$ cat src/rtl/ps2_cmd_pkg.sv
// Shared definitions for the PS/2 command parser: ASCII codes, FSM states
// and the SET target selector.
package ps2_cmd_pkg;

    localparam logic [7:0] ASCII_SPACE = 8'h20;
    localparam logic [7:0] ASCII_NUL   = 8'h00;
    localparam logic [7:0] ASCII_0     = 8'h30;
    localparam logic [7:0] ASCII_9     = 8'h39;
    localparam logic [7:0] ASCII_S     = 8'h53;
    localparam logic [7:0] ASCII_E     = 8'h45;
    localparam logic [7:0] ASCII_T     = 8'h54;
    localparam logic [7:0] ASCII_V     = 8'h56;
    localparam logic [7:0] ASCII_A     = 8'h41;
    localparam logic [7:0] ASCII_F     = 8'h46;
    localparam logic [7:0] ASCII_I     = 8'h49;
    localparam logic [7:0] ASCII_R     = 8'h52;

    typedef enum logic [2:0] {
        ST_IDLE,
        ST_DECODE,
        ST_DIGIT,
        ST_COMMIT,
        ST_ERROR
    } state_t;

    typedef enum logic {
        TGT_VELOCITY,
        TGT_ANGLE
    } target_t;

endpackage

$ cat src/rtl/ps2_digit_accum.sv
// Decimal field accumulator: classifies one ASCII char per cycle and folds
// digits into a value that is 4 bits wider than the result, so that
// acc*10+digit never wraps for any legal digit count.
module ps2_digit_accum
    import ps2_cmd_pkg::*;
#(
    parameter int VAL_W      = 32,
    parameter int MAX_DIGITS = 5
) (
    input  logic                               clock,
    input  logic                               reset,
    input  logic                               clr,
    input  logic                               en,
    input  logic [7:0]                         ascii,
    output logic [VAL_W+3:0]                   acc,
    output logic [$clog2(MAX_DIGITS+1)-1:0]    ndig,
    output logic                               is_digit,
    output logic                               is_term
);

    localparam int ACC_W = VAL_W + 4;

    logic [7:0] digit;

    // Classify the current character and extract its digit value
    always_comb begin
        is_digit = (ascii >= ASCII_0) && (ascii <= ASCII_9);
        is_term  = (ascii == ASCII_SPACE) || (ascii == ASCII_NUL);
        digit    = ascii - ASCII_0;
    end

    // Accumulate one digit per enabled cycle; clr starts a new field
    always_ff @(posedge clock or posedge reset) begin
        if (reset) begin
            acc  <= '0;
            ndig <= '0;
        end else if (clr) begin
            acc  <= '0;
            ndig <= '0;
        end else if (en) begin
            acc  <= acc * ACC_W'(10) + ACC_W'(digit);
            ndig <= ndig + 1'b1;
        end
    end

endmodule

$ cat src/rtl/ps2_command_parser.sv
// PS/2 text command parser: decodes "SET V <n>", "SET A <n>" and "FIRE"
// from a captured line, one field character per cycle.
// Build option: define RANGE_CLAMP_EN to clamp out-of-range values to the
// maximum instead of rejecting the command.
module ps2_command_parser
    import ps2_cmd_pkg::*;
#(
    parameter int LINE_CHARS = 32,
    parameter int VAL_W      = 32,
    parameter int MAX_DIGITS = 5,
    parameter int V_DEFAULT  = 60,
    parameter int A_DEFAULT  = 70,
    parameter int V_MAX      = 99999,
    parameter int A_MAX      = 90
) (
    input  logic                    clock,
    input  logic                    reset,
    input  logic [8*LINE_CHARS-1:0] input_line,
    input  logic                    line_ready,
    output logic                    busy,
    output logic [VAL_W-1:0]        velocity,
    output logic [VAL_W-1:0]        angle,
    output logic                    fire,
    output logic                    cmd_done,
    output logic                    cmd_error
);

    localparam int ACC_W  = VAL_W + 4;
    localparam int IDX_W  = $clog2(LINE_CHARS + 1);
    localparam int NDIG_W = $clog2(MAX_DIGITS + 1);
    localparam logic [NDIG_W-1:0] MAX_D     = NDIG_W'(MAX_DIGITS);
    localparam logic [ACC_W-1:0]  V_MAX_ACC = ACC_W'(V_MAX);
    localparam logic [ACC_W-1:0]  A_MAX_ACC = ACC_W'(A_MAX);

    state_t                  state;
    target_t                 target;
    logic [8*LINE_CHARS-1:0] line_q;
    logic [IDX_W-1:0]        idx;
    logic [7:0]              cur_char;
    logic                    acc_clr, acc_en;
    logic [ACC_W-1:0]        acc;
    logic [NDIG_W-1:0]       ndig;
    logic                    is_digit, is_term;
    logic                    is_fire, is_set_v, is_set_a;
    logic [ACC_W-1:0]        limit;
    logic                    commit_ok;
    logic [VAL_W-1:0]        commit_val;

    // Positions past the end of the line read as NUL, which terminates a field
    function automatic logic [7:0] char_at(input logic [8*LINE_CHARS-1:0] l, input int i);
        if (i >= LINE_CHARS) return ASCII_NUL;
        return l[8*(LINE_CHARS-i)-1 -: 8];
    endfunction

    assign busy = (state != ST_IDLE);

    // Keyword recognition on the captured line and digit-field control
    always_comb begin
        logic [7:0] c0, c1, c2, c3, c4, c5;
        logic       set_prefix;
        c0 = char_at(line_q, 0);
        c1 = char_at(line_q, 1);
        c2 = char_at(line_q, 2);
        c3 = char_at(line_q, 3);
        c4 = char_at(line_q, 4);
        c5 = char_at(line_q, 5);
        is_fire    = (c0 == ASCII_F) && (c1 == ASCII_I) && (c2 == ASCII_R) && (c3 == ASCII_E)
                     && ((c4 == ASCII_SPACE) || (c4 == ASCII_NUL));
        set_prefix = (c0 == ASCII_S) && (c1 == ASCII_E) && (c2 == ASCII_T)
                     && (c3 == ASCII_SPACE) && (c5 == ASCII_SPACE);
        is_set_v   = set_prefix && (c4 == ASCII_V);
        is_set_a   = set_prefix && (c4 == ASCII_A);
        cur_char   = char_at(line_q, int'(idx));
        acc_clr    = (state == ST_DECODE);
        acc_en     = (state == ST_DIGIT) && is_digit && (ndig < MAX_D);
    end

    // Range check against the selected target's maximum
    always_comb begin
        limit = (target == TGT_VELOCITY) ? V_MAX_ACC : A_MAX_ACC;
`ifdef RANGE_CLAMP_EN
        commit_ok  = 1'b1;
        commit_val = (acc > limit) ? limit[VAL_W-1:0] : acc[VAL_W-1:0];
`else
        commit_ok  = (acc <= limit);
        commit_val = acc[VAL_W-1:0];
`endif
    end

    ps2_digit_accum #(
        .VAL_W      (VAL_W),
        .MAX_DIGITS (MAX_DIGITS)
    ) u_accum (
        .clock    (clock),
        .reset    (reset),
        .clr      (acc_clr),
        .en       (acc_en),
        .ascii    (cur_char),
        .acc      (acc),
        .ndig     (ndig),
        .is_digit (is_digit),
        .is_term  (is_term)
    );

    // Parser FSM with registered settings and one-cycle status strobes
    always_ff @(posedge clock or posedge reset) begin
        if (reset) begin
            state     <= ST_IDLE;
            target    <= TGT_VELOCITY;
            line_q    <= '0;
            idx       <= '0;
            velocity  <= VAL_W'(V_DEFAULT);
            angle     <= VAL_W'(A_DEFAULT);
            fire      <= 1'b0;
            cmd_done  <= 1'b0;
            cmd_error <= 1'b0;
        end else begin
            fire      <= 1'b0;
            cmd_done  <= 1'b0;
            cmd_error <= 1'b0;
            case (state)
                ST_IDLE: begin
                    if (line_ready) begin
                        line_q <= input_line;
                        state  <= ST_DECODE;
                    end
                end
                ST_DECODE: begin
                    if (is_fire) begin
                        fire     <= 1'b1;
                        cmd_done <= 1'b1;
                        state    <= ST_IDLE;
                    end else if (is_set_v || is_set_a) begin
                        target <= is_set_v ? TGT_VELOCITY : TGT_ANGLE;
                        idx    <= IDX_W'(6);
                        state  <= ST_DIGIT;
                    end else begin
                        state <= ST_ERROR;
                    end
                end
                ST_DIGIT: begin
                    if (is_digit) begin
                        if (ndig == MAX_D) state <= ST_ERROR;
                        else               idx   <= idx + 1'b1;
                    end else if (is_term) begin
                        state <= (ndig != '0) ? ST_COMMIT : ST_ERROR;
                    end else begin
                        state <= ST_ERROR;
                    end
                end
                ST_COMMIT: begin
                    if (commit_ok) begin
                        if (target == TGT_VELOCITY) velocity <= commit_val;
                        else                        angle    <= commit_val;
                        cmd_done <= 1'b1;
                        state    <= ST_IDLE;
                    end else begin
                        state <= ST_ERROR;
                    end
                end
                ST_ERROR: begin
                    cmd_error <= 1'b1;
                    state     <= ST_IDLE;
                end
                default: state <= ST_IDLE;
            endcase
        end
    end

endmodule

$ cat config.mk
export PLATFORM = sky130hd
export DESIGN_NAME = ps2_command_parser
export DESIGN_NICKNAME = d
export VERILOG_FILES = /design/src/rtl/ps2_cmd_pkg.sv /design/src/rtl/ps2_digit_accum.sv /design/src/rtl/ps2_command_parser.sv
export SDC_FILE = /design/constraint.sdc
export NUM_CORES = 1
export LEC_CHECK = 0
export CORE_ASPECT_RATIO = 1.75
export CORE_MARGIN = 3
export CORE_UTILIZATION = 30
export DETAILED_ROUTE_END_ITERATION = 7
export GPL_ROUTABILITY_DRIVEN = 0
export PLACE_DENSITY = 0.58
export SYNTH_ARGS = -nofsm -noshare
export SYNTH_HDL_FRONTEND = slang
export SYNTH_HIERARCHICAL = 1
export SYNTH_SLANG_ARGS = --single-unit
export TNS_END_PERCENT = 1
$ cat constraint.sdc
create_clock -name clock -period 22.2 [get_ports clock]
set_input_delay 4.44 -clock clock [delete_from_list [all_inputs] [get_ports clock]]
set_output_delay 4.44 -clock clock [all_outputs]
set_load 0.02 [all_outputs]
# After elaboration in Yosys (flattened, before gate mapping)
# Index checks and enable logic that the tools add are counted.
# word_totals
regBits,372
out_inout_bits,68
wordCells,107
# op_classes
add_sub_neg,6
n_mul,1
magnitude_cmp,5
eq_ne,24
shift,1
n_mux,28
n_bitwise,2
reduce_logical,29
# op_table
op,count
263-bit by 11-bit indexed part select with 8-bit output,1
8-bit by 7-bit == test with 1-bit output (second input constant),9
36-bit two-way mux,2
36-bit by 8-bit adder with 36-bit output,1
36-bit by 17-bit <= comparator with 1-bit output,1
36-bit by 3-bit multiplier with 35-bit output (second input constant),1
8-bit by 6-bit == test with 1-bit output (second input constant),4
3-bit two-way mux,10
6-bit two-way mux,4
17-bit two-way mux,1
8-bit zero test,2
8-bit two-way mux,2
1-bit logical AND,13
3-bit case mux with 4 select lines,1
6-bit case mux with 2 select lines,1
10-bit by 2-bit subtractor with 11-bit output (second input constant),1
3-bit AND reduction,3
8-bit by 6-bit >= comparator with 1-bit output (second input constant),1
8-bit by 6-bit <= comparator with 1-bit output (second input constant),1
2-bit inequality test (second input constant),4
8-bit by 6-bit subtractor with 8-bit output (second input constant),1
6-bit by 6-bit subtractor with 7-bit output (first input constant),1
6-bit by 1-bit adder with 6-bit output (second input constant),1
3-bit by 2-bit == test with 1-bit output (second input constant),2
other kinds (16),28

# Longest topological paths before layout
# depth
word_depth,10
ltp_mapped,27

# By module
# Netlist, hierarchy kept.
# modules_own_cells
mod,n_inst,cells_each,area_per_inst_um2
ps2_command_parser,1,1026,15115.7
ps2_digit_accum,1,616,5250.0

# Worst setup path after synthesis
# No wires, ideal clock.
# synth_timing
path_kind,input to register
start,in line_ready
end,reg line_q[100]
setup_ns,0.125
t_arrival_ns,5.439
t_required_ns,22.075
path_slack_ns,16.636
path_stages,5
path_buffers,2
cell_sequence,inv_1 nor2_1 clkbuf_1 buf_2 mux2_2
# synth_between
elab_chain_cells,1
# synth_rtl
item,line_no,text
start: declaration,ps2_command_parser.sv:19,"input logic line_ready,"
2-bit AND reduction (no source line),--,
end signal: assignment,ps2_command_parser.sv:124,line_q <= input_line;
end: declaration,ps2_command_parser.sv:37,logic [8*LINE_CHARS-1:0] line_q;
# No other way between the ends.
# A chain may end at the register's enable or synchronous reset.

# Worst setup path after layout
# layout_timing
start,in line_ready
end,reg line_q[113]
# The elaborated chain is that of the path after synthesis.

==> flow_summary.toml <==
[timing]
maxSlewViolCount = 0
finalSetupViolCount = 0
fin_worst_skew_ps = 17.8
hold_viol = 0
relSlewSlack = 0.110
tns_ps = 0
fmax_mhz = 129
grt_setup_unrepaired = "false"
fin_crit_sh = 0.349
tightest_slew_ps = 1300
period_minus_slack_ps = 7760

[worst_setup_path]
reg2reg_depth = 19
crit_path_cell_trace = "clkdlybuf4s50_1 > inv_1 > nor2_4 > buf_4 > buf_4 > mux2_2"
timing.critical_path.mode_cell = "buf_4"
critical-path-top-delay-family = "buffers and inverters"
cp.depth = 6
cpPeakStageDelay_ps = 900
crit_path_top_delay_cell = "buf_4"
regToRegEndpoint = "u_accum/acc[29]"
regToRegSetupSlack_ps = 15020
r2r-start = "idx[0]"
setup.worst_path.start = "line_ready"
worstPathMaxFanout = 79
critPathLaunchType = "input port"
arrival_ps = 8210
path_buf_inv = 4
critPathCapture = "line_q[113]"
path_class = "in2reg"
cp.required_ps = 22650
cp-end-kind = "register"

[clocking]
cts_root_buf = "clkbuf_16"
cts_setup_buffers = 0
hold_buffers = 0
cts_resized = 0
clkLatencyLatePin_ps = 580
clock_sinks = 372
cts.clk_slew.worst_paths_ps = 70
cts_buffer_depth = 3
htreeDepth = 2
cts_buffers = 40
cts_tree = "built"

[synth]
postSynthCellCount = 1642
synth_top_cells_by_area = "dfrtp_1 45%, mux2_2 16%, mux4_2 5.5%"
ys_ff_latch = 372
synth_nets = 1987
synth_top_area_frac = 0.448
ys_async_sr_fraction = 1.00
syn_area_per_cell_um2 = 12.4
synth_area_mm2 = 0.0204
synthFlopType = "dfrtp_1"
yosys.area.top_type = "dfrtp_1"
synth.distinct_cells = 108
synth_edf_count = 0
yosysWarnings = 6
seq_area_frac_synth = 0.458

[place]
place_area_mm2 = 0.0244
dp_hpwl_um = 46100
io_buffers = 326

[die]
die_width_um = 203
rows = 125
pin_count = 327
dieArea_mm2 = 0.0712
die_h_um = 351
core-area_mm2 = 0.0668
start_util = 0.305

[grt]
overflow = 0
grt_antenna_before_repair = 0
grt_max_degree = 180
grt_pass1_wl_um = 94800
grt_util_all_layers = 0.171
grt_pass1_vias = 15800

[hold_path]
hp-class = "reg2reg"

[layout]
nFillCells = 6480
design_area_mm2 = 0.0258
area_growth_pct = 26.6
fin_nets = 2284
final_common_cell = "dfrtp_1"
mostFrequentLayoutCells = "364 x dfrtp_1, 326 x clkdlybuf4s50_1, 290 x mux2_2, 90 x nand2_1, 83 x ha_1"
drive_gt1_frac = 0.245
seq_area_mm2 = 0.00932
multi_input_area_mm2 = 0.0105

[status]
status = "complete, no violations"

[job]
max_cap_violations = 0

[power_and_ir_drop]
ir_worst_vdd_uv = 57.5
power_density_mw_per_mm2 = 76.8
p_leak_uw = 0.0107

[drt]
dr_total_vias = 14500
drt-wirelength-per-cell_um = 21.4
drc_errors = 0
routed_wl_um = 61200
drt_iter0_markers = 554
dr.pass1.iters = 5
ant_nets = 0
vias_per_cell = 5.07
[cells in the mapped netlist (5+ instances only)]
master / count
ha_1: 84
inv_1: 30
xor2_1: 25
clkbuf_1: 18
a2111oi_0: 5
o32ai_1: 6
nor4_1: 9
and3_1: 8
nand2b_1: 10
nand3_1: 24
nand2_1: 90
o21ai_1: 5
nor2_1: 82
nand4b_1: 6
nor3b_1: 5
o21ai_0: 51
nand4_1: 14
nand3b_1: 5
nor3_1: 23
o211ai_1: 6
buf_2: 41
buf_6: 11
dfstp_2: 7
mux2i_1: 49
o21bai_1: 6
a21o_1: 18
a21oi_1: 49
mux4_2: 50
nor4b_1: 10
a32o_1: 7
or3_1: 12
o22ai_1: 7
a31oi_1: 5
a211oi_1: 27
mux2_2: 290
xnor2_1: 27
o211a_1: 6
dfrtp_1: 365
a311oi_1: 5
and2_1: 34
buf_4: 7
nor2b_1: 5
[area by class of cell]
class,instances,area share
Clock buffer,54,0.0444
Tap cell,889,0.0431
Multi-Input combinational cell,1156,0.406
Antenna cell,1,0.0000971
Timing Repair Buffer,338,0.131
Sequential cell,372,0.362
Inverter,31,0.00480
Clock inverter,20,0.00956
[logic make-up (layout without fill, tap and decap cells)]
group | count (synthesis) | in the layout | synth area share
XOR/XNOR | 55 | 55 | 0.0253
other | 0 | 1 | 0
buffers and inverters | 114 | 443 | 0.0309
adder cells (fa/ha/maj) | 86 | 86 | 0.0536
flip-flops | 372 | 372 | 0.458
multiplexers | 391 | 391 | 0.241
AND/OR/NAND/NOR | 377 | 377 | 0.105
AO/OA/AOI/OAI | 247 | 247 | 0.0866
[metal layers]
metal  up-vias  global-route usage  share of wire
li1       6719                   -              -
met1      7286               0.176           0.36
met2       404               0.326           0.54
met3       110              0.0458          0.065
met4         0              0.0664          0.039
met5         -             0.00275              0
[registers in the layout, indices dropped and copies added (netlist names), 3 cells and up]
| signal | count |
|---|---|
| velocity | 32 |
| angle | 32 |
| line_q | 256 |
| u_accum/acc | 36 |
| idx | 6 |
| state | 3 |
| u_accum/ndig | 3 |
[metrics by stage]
step	std cells	hold slack, ps	util	setup WS (ps)	power (uW)
after detailed placement	2786	470	0.365	13880	1290
after global routing	2860	498	0.386	14200	2080
after floorplan	1642	472	-	8550	1150
after CTS	2860	489	0.386	14500	2010
final	2861	481	0.386	14440	1980
after global placement	2786	469	0.365	13960	1260
[power by group]
part | internal (uW) | total (uW) | switching (uW) | leakage [uW]
Clock | 404 | 712 | 308 | 0.000662
Sequential | 818 | 908 | 89.5 | 0.00457
Combinational | 227 | 359 | 132 | 0.00548
Total | 1450 | 1980 | 530 | 0.0107
[worst min path at each step]
stage / start / end / slack, ps / depth (start not counted)
floorplan: line_q[14] / line_q[14] / 470 / 1
global placement: angle[25] / angle[25] / 470 / 1
detailed placement: velocity[18] / velocity[18] / 470 / 1
CTS: velocity[27] / velocity[27] / 490 / 1
global route: angle[25] / angle[25] / 500 / 1
finish: velocity[27] / velocity[27] / 480 / 1
Note: power is estimated with default switching activity, not from simulation.
==> variant 1 (same settings) <==
Reset style: synchronous (`reset`), changed in 2 clocked blocks.
--- a/src/rtl/ps2_digit_accum.sv
+++ b/src/rtl/ps2_digit_accum.sv
@@ -30,7 +30,7 @@
     end
 
     // Accumulate one digit per enabled cycle; clr starts a new field
-    always_ff @(posedge clock or posedge reset) begin
+    always_ff @(posedge clock) begin
         if (reset) begin
             acc  <= '0;
             ndig <= '0;
--- a/src/rtl/ps2_command_parser.sv
+++ b/src/rtl/ps2_command_parser.sv
@@ -103,7 +103,7 @@
     );
 
     // Parser FSM with registered settings and one-cycle status strobes
-    always_ff @(posedge clock or posedge reset) begin
+    always_ff @(posedge clock) begin
         if (reset) begin
             state     <= ST_IDLE;
             target    <= TGT_VELOCITY;
Formal check against the unedited RTL: differs if reset is asserted again (counterexample within 4 cycles, from zero or initial values and one cycle with reset high); with reset held inactive, the same outputs for 4 cycles.
==> variant 1 against the original RTL <==
- synthesized area fell by 6.2%
- sequential cell count did not move
- worst setup slack improved by 0.83 ns
- routed wire length rose by 5.9%
- critical path type unchanged
- maximum frequency rose by 12%
- final area fell by 6.7%
- critical path depth did not move
Power is not compared: it rests on default switching activity, and its combinational part moved more than twofold at a synthesized area within 25%.
==> variant 1: results (changes against the original RTL) <==
[cells_and_area]
top_regs = line_q: 256 flops, u_accum/acc: 36 flops  ; unchanged
nNetsFinal = 2877  ; was 2,284
fillerInstances = 6485  ; was 6,480
drive_gt1_frac = 0.05873  ; was 0.2451

[worst_hold_path]
hold_path.class = reg -> reg  ; unchanged

[logic_synthesis]
synth_fp_nets = 2661  ; was 1,987
synth_cell_types = 83  ; was 108
ys_warn_count = 6  ; unchanged
synthTopCellsByArea = dfxtp_1, nand2_1, a21oi_1  ; was dfrtp_1, mux2_2, mux4_2
synthAdderAreaFrac = 0.05712  ; was 0.05357
synthMuxAreaShare = 0.09407  ; was 0.2412
synth_commonest_cells = nand2_1, dfxtp_1, a21oi_1  ; was dfrtp_1, mux2_2, nand2_1
synth-compound-area-share = 0.1611  ; was 0.08656
synthFlopType = dfxtp_1  ; was dfrtp_1
async_reset_ff_frac = 0  ; was 1.000
ys_seq_area_frac = 0.3899  ; was 0.4575
synth-xor-area-share = 0.02607  ; was 0.02531

[timing]
slew_headroom = 0.1169  ; was 0.1103
finClkSkew_ns = 0.02320  ; was 0.01782 ns

[route]
detail_route.iter0.violations = 1090  ; was 554
routed_wl_um = 64830  ; was 61,200 um
vias_per_cell = 5.212  ; was 5.075
first_pass_iters = 7  ; was 5

[clock_network]
postCtsSetupRepairBufs = 0  ; unchanged
clk_latency_ns = 0.54  ; was 0.58 ns
cts_buffers = 35  ; was 40
ctsResizeCount = 0  ; unchanged
cts_max_path_buffers = 3  ; unchanged
h-tree-depth = 2  ; unchanged

[power]
leakage_uw = 0.008807

[setup_path]
cp_top_family = buffers and inverters  ; unchanged
cp.arrival_ns = 7.37  ; was 8.21 ns
cp_max_fo = 95  ; was 79
slowest_delay_ns = 0.78  ; was 0.90 ns

[global_route]
antenna_found_initial = 3  ; was 0
first_global_vias = 17400  ; was 15.81k
grt_max_degree = 257  ; was 180
grt_pass1_wl_um = 98890  ; was 94,820 um
track_usage = 0.1864  ; was 0.1711

[status]
status = completed  ; unchanged

[placement]
dp_hpwl_um = 48750  ; was 46,070 um

==> variant 1: final timing paths <==
kind	startpoint	endpoint	slack [ns]	cells past startpoint
setup / recovery	line_ready	line_q[195]$_SDFFE_PP0P_	15.27	6
hold / removal	line_q[121]$_SDFFE_PP0P_	line_q[121]$_SDFFE_PP0P_	0.45	2
setup reg to reg	idx[0]$_SDFFE_PP0P_	u_accum/acc[32]$_SDFFE_PP0P_	15.42	21
hold reg to reg	line_q[121]$_SDFFE_PP0P_	line_q[121]$_SDFFE_PP0P_	0.45	2
==> variant 1: logic make-up after synthesis <==
family                   count (synthesis)
flip-flops                             372
multiplexers                           117
AND/OR/NAND/NOR                        977
adder cells (fa/ha/maj)                 86
buffers and inverters                  188
AO/OA/AOI/OAI                          520
XOR/XNOR                                56
==> variant 1: layout make-up <==
| class | count | share of cell area |
|---|---|---|
| clock inverter | 12 | 0.006557 |
| antenna | 1 | 0.0001041 |
| timing repair buffer | 339 | 0.1405 |
| tap | 799 | 0.04158 |
| multi-input combinational | 1756 | 0.4554 |
| clock buffer | 47 | 0.04163 |
| inverter | 28 | 0.004371 |
| sequential | 372 | 0.3099 |
==> variant 1: layer usage <==
metal / routed length (um) / global-route usage / vias to the layer above
li1: - / - / 8507
met1: 23430 / 0.1968 / 8292
met2: 35400 / 0.3587 / 540
met3: 2862 / 0.02562 / 140
met4: 3122 / 0.08725 / 2
met5: 13 / 0 / -
==> variant 1: per-stage QoR <==
stage                     total power (uW)  worst slack [ns]  instances  hold WS, ns  cell area (sq um)
after floorplan                      803.3             16.37       2316       0.4331              19100
after global placement               879.5             14.70       3294       0.4380              22880
after detailed placement             882.6             14.80       3294       0.4456              22880
after CTS                             1514             15.33       3353       0.4555              24040
after global routing                  1552             14.91       3354       0.4676              24040
final                                 1492             15.27       3354       0.4520              24040
==> variant 2 (same flow settings) <==
Without the edit above. Build with the macro `RANGE_CLAMP_EN` defined.
--- a/src/rtl/ps2_command_parser.sv
+++ b/src/rtl/ps2_command_parser.sv
@@ -2,6 +2,8 @@
 // from a captured line, one field character per cycle.
 // Build option: define RANGE_CLAMP_EN to clamp out-of-range values to the
 // maximum instead of rejecting the command.
+`define RANGE_CLAMP_EN
+
 module ps2_command_parser
     import ps2_cmd_pkg::*;
 #(
Behaviour: same outputs for any inputs over 4 cycles, from zero or initial values and one cycle with reset high; that may be too few to reach the edited logic, so the function may still have changed.
==> variant 2 against the original RTL <==
- final area shrank 1.8%
- routed wire length down 0.35%
- sequential cell count unchanged
- highest routed layer unchanged
- synthesized area fell by 1.6%
- critical endpoint is now line_q[31]$_DFFE_PP0P_
- total power down 7.4%
- worst setup slack better by 0.35 ns
- register-to-register slack better by 0.53 ns
- combinational power down 9.2%
- global-route usage barely moved
- largest cell class unchanged
- sequential share of layout area up 0.67 points
==> variant 2: results (changes against the original RTL) <==
[power]
peakVddDrop_mv = 0.06618  ; was 0.05746 mV
leakage_uw = 0.01029  ; was 0.01072 uW
seqPwrFrac = 0.478  ; was 0.459

[logic_synthesis]
synth_cell_types = 89  ; was 108
synth_fp_nets = 2032  ; was 1,987
ys_seq_area_frac = 0.4649  ; was 0.4575
synthTopCellsByArea = dfrtp_1, mux2_2, mux4_2  ; unchanged
synth_commonest_cells = dfrtp_1, mux2_2, nand2_1  ; unchanged

[status]
status = completed  ; unchanged

[route]
vias = 14460  ; was 14.52k
wl_met1_um = 23180  ; was 21,780 um
routed_wl_um = 60980  ; was 61,200 um
route.met3.wl_um = 2833  ; was 3948 um
dr_wl_met2_um = 32980  ; was 33,070 um

[global_route]
track_usage = 0.1711  ; about the same
antenna_found_initial = 4  ; was 0
grt_max_degree = 127  ; was 180
grt_pass1_wl_um = 94080  ; was 94,820 um
gr-usage-met3 = 0.03069  ; was 0.04576

[placement]
dp_hpwl_um = 46450  ; was 46,070 um

[setup_path]
r2r_cells = 18  ; was 19
cp.arrival_ns = 7.83  ; was 8.21 ns
slowest_delay_ns = 0.87  ; was 0.90 ns

[clock_network]
clk_latency_ns = 0.56  ; was 0.58 ns

[worst_hold_path]
min_path_cells = 2  ; was 1
min_from = velocity[5]$_DFFE_PP1P_  ; was velocity[27]$_DFFE_PP0P_

[cells_and_area]
drive_gt1_frac = 0.2135  ; was 0.2451
nNetsFinal = 2317  ; was 2,284

[timing]
slew_headroom = 0.1779  ; was 0.1103

-- variant 2: changes by cell type after synthesis, moves of 7 or more --
| cell | before | now |
|---|---|---|
| a21oi_1 | 49 | 57 |
| clkbuf_1 | 18 | 36 |
| nand2_1 | 90 | 121 |
| a31o_2 | 1 | 9 |
| a311oi_1 | 5 | 12 |
| mux2_2 | 290 | 266 |
| buf_1 | 1 | 9 |
| xnor2_1 | 27 | 36 |
| buf_6 | 11 | 2 |
| nor2_1 | 82 | 104 |
| mux2i_1 | 49 | 24 |
| a22oi_1 | 0 | 8 |
| or3_1 | 12 | 2 |
| and2_1 | 34 | 44 |
-- variant 2: area by class of cell --
type	count	area, sq um
Antenna cell	3	7.507
Clock buffer	56	1080
Clock inverter	13	120.1
Fill cell	6459	40470
Inverter	24	97.59
Multi-Input combinational cell	1195	10210
Sequential cell	372	9321
Tap cell	882	1104
Timing Repair Buffer	340	3368
-- variant 2: worst max-delay path by stage --
stage	startpoint	endpoint	slack (ns)	cells past startpoint
after floorplan	reset	angle[0]$_DFFE_PP0P_	8.55	1
after global placement	line_ready	line_q[36]$_DFFE_PP0P_	14.38	6
after detailed placement	line_ready	line_q[9]$_DFFE_PP0P_	14.28	6
after CTS	line_ready	line_q[31]$_DFFE_PP0P_	14.86	6
after global routing	line_ready	line_q[31]$_DFFE_PP0P_	14.60	6
final	line_ready	line_q[31]$_DFFE_PP0P_	14.79	6
-- variant 2: worst reg2reg max path: stages, from the launching register on --
cell      delay (ns)
dfrtp_4         0.40
buf_4           0.55
buf_4           0.71
nor3_4          0.18
xor2_2          0.50
a21oi_1         0.10
a311oi_1        0.82
o21ai_1         0.27
ha_1            0.29
xnor2_1         0.16
ha_1            0.35
or2_2           0.13
a21oi_1         0.06
a21oi_1         0.46
nand4_1         0.33
nor2_4          0.32
nand3_4         0.12
or4_1           0.54
a311oi_1        0.27
-- variant 2: cells by family after synthesis --
kind of cell,Yosys count,share of synthesized area
buffers and inverters,120,0.02791
AOI/OAI and AO/OA,267,0.09252
DFF,372,0.4649
xor gates and xnor gates,65,0.02878
and+or+nand+nor,436,0.1129
adders and majority gates,86,0.05444
muxes,341,0.2186
-- variant 2: metrics by stage --
| step | util | area (sq um) | setup slack [ns] | cells |
|---|---|---|---|---|
| after floorplan | - | 20040 | 8.547 | 1687 |
| after global placement | 0.3664 | 24110 | 14.38 | 2813 |
| after detailed placement | 0.3664 | 24110 | 14.28 | 2813 |
| after CTS | 0.3847 | 25310 | 14.86 | 2882 |
| after global routing | 0.3847 | 25310 | 14.60 | 2883 |
| final | 0.3848 | 25310 | 14.79 | 2885 |
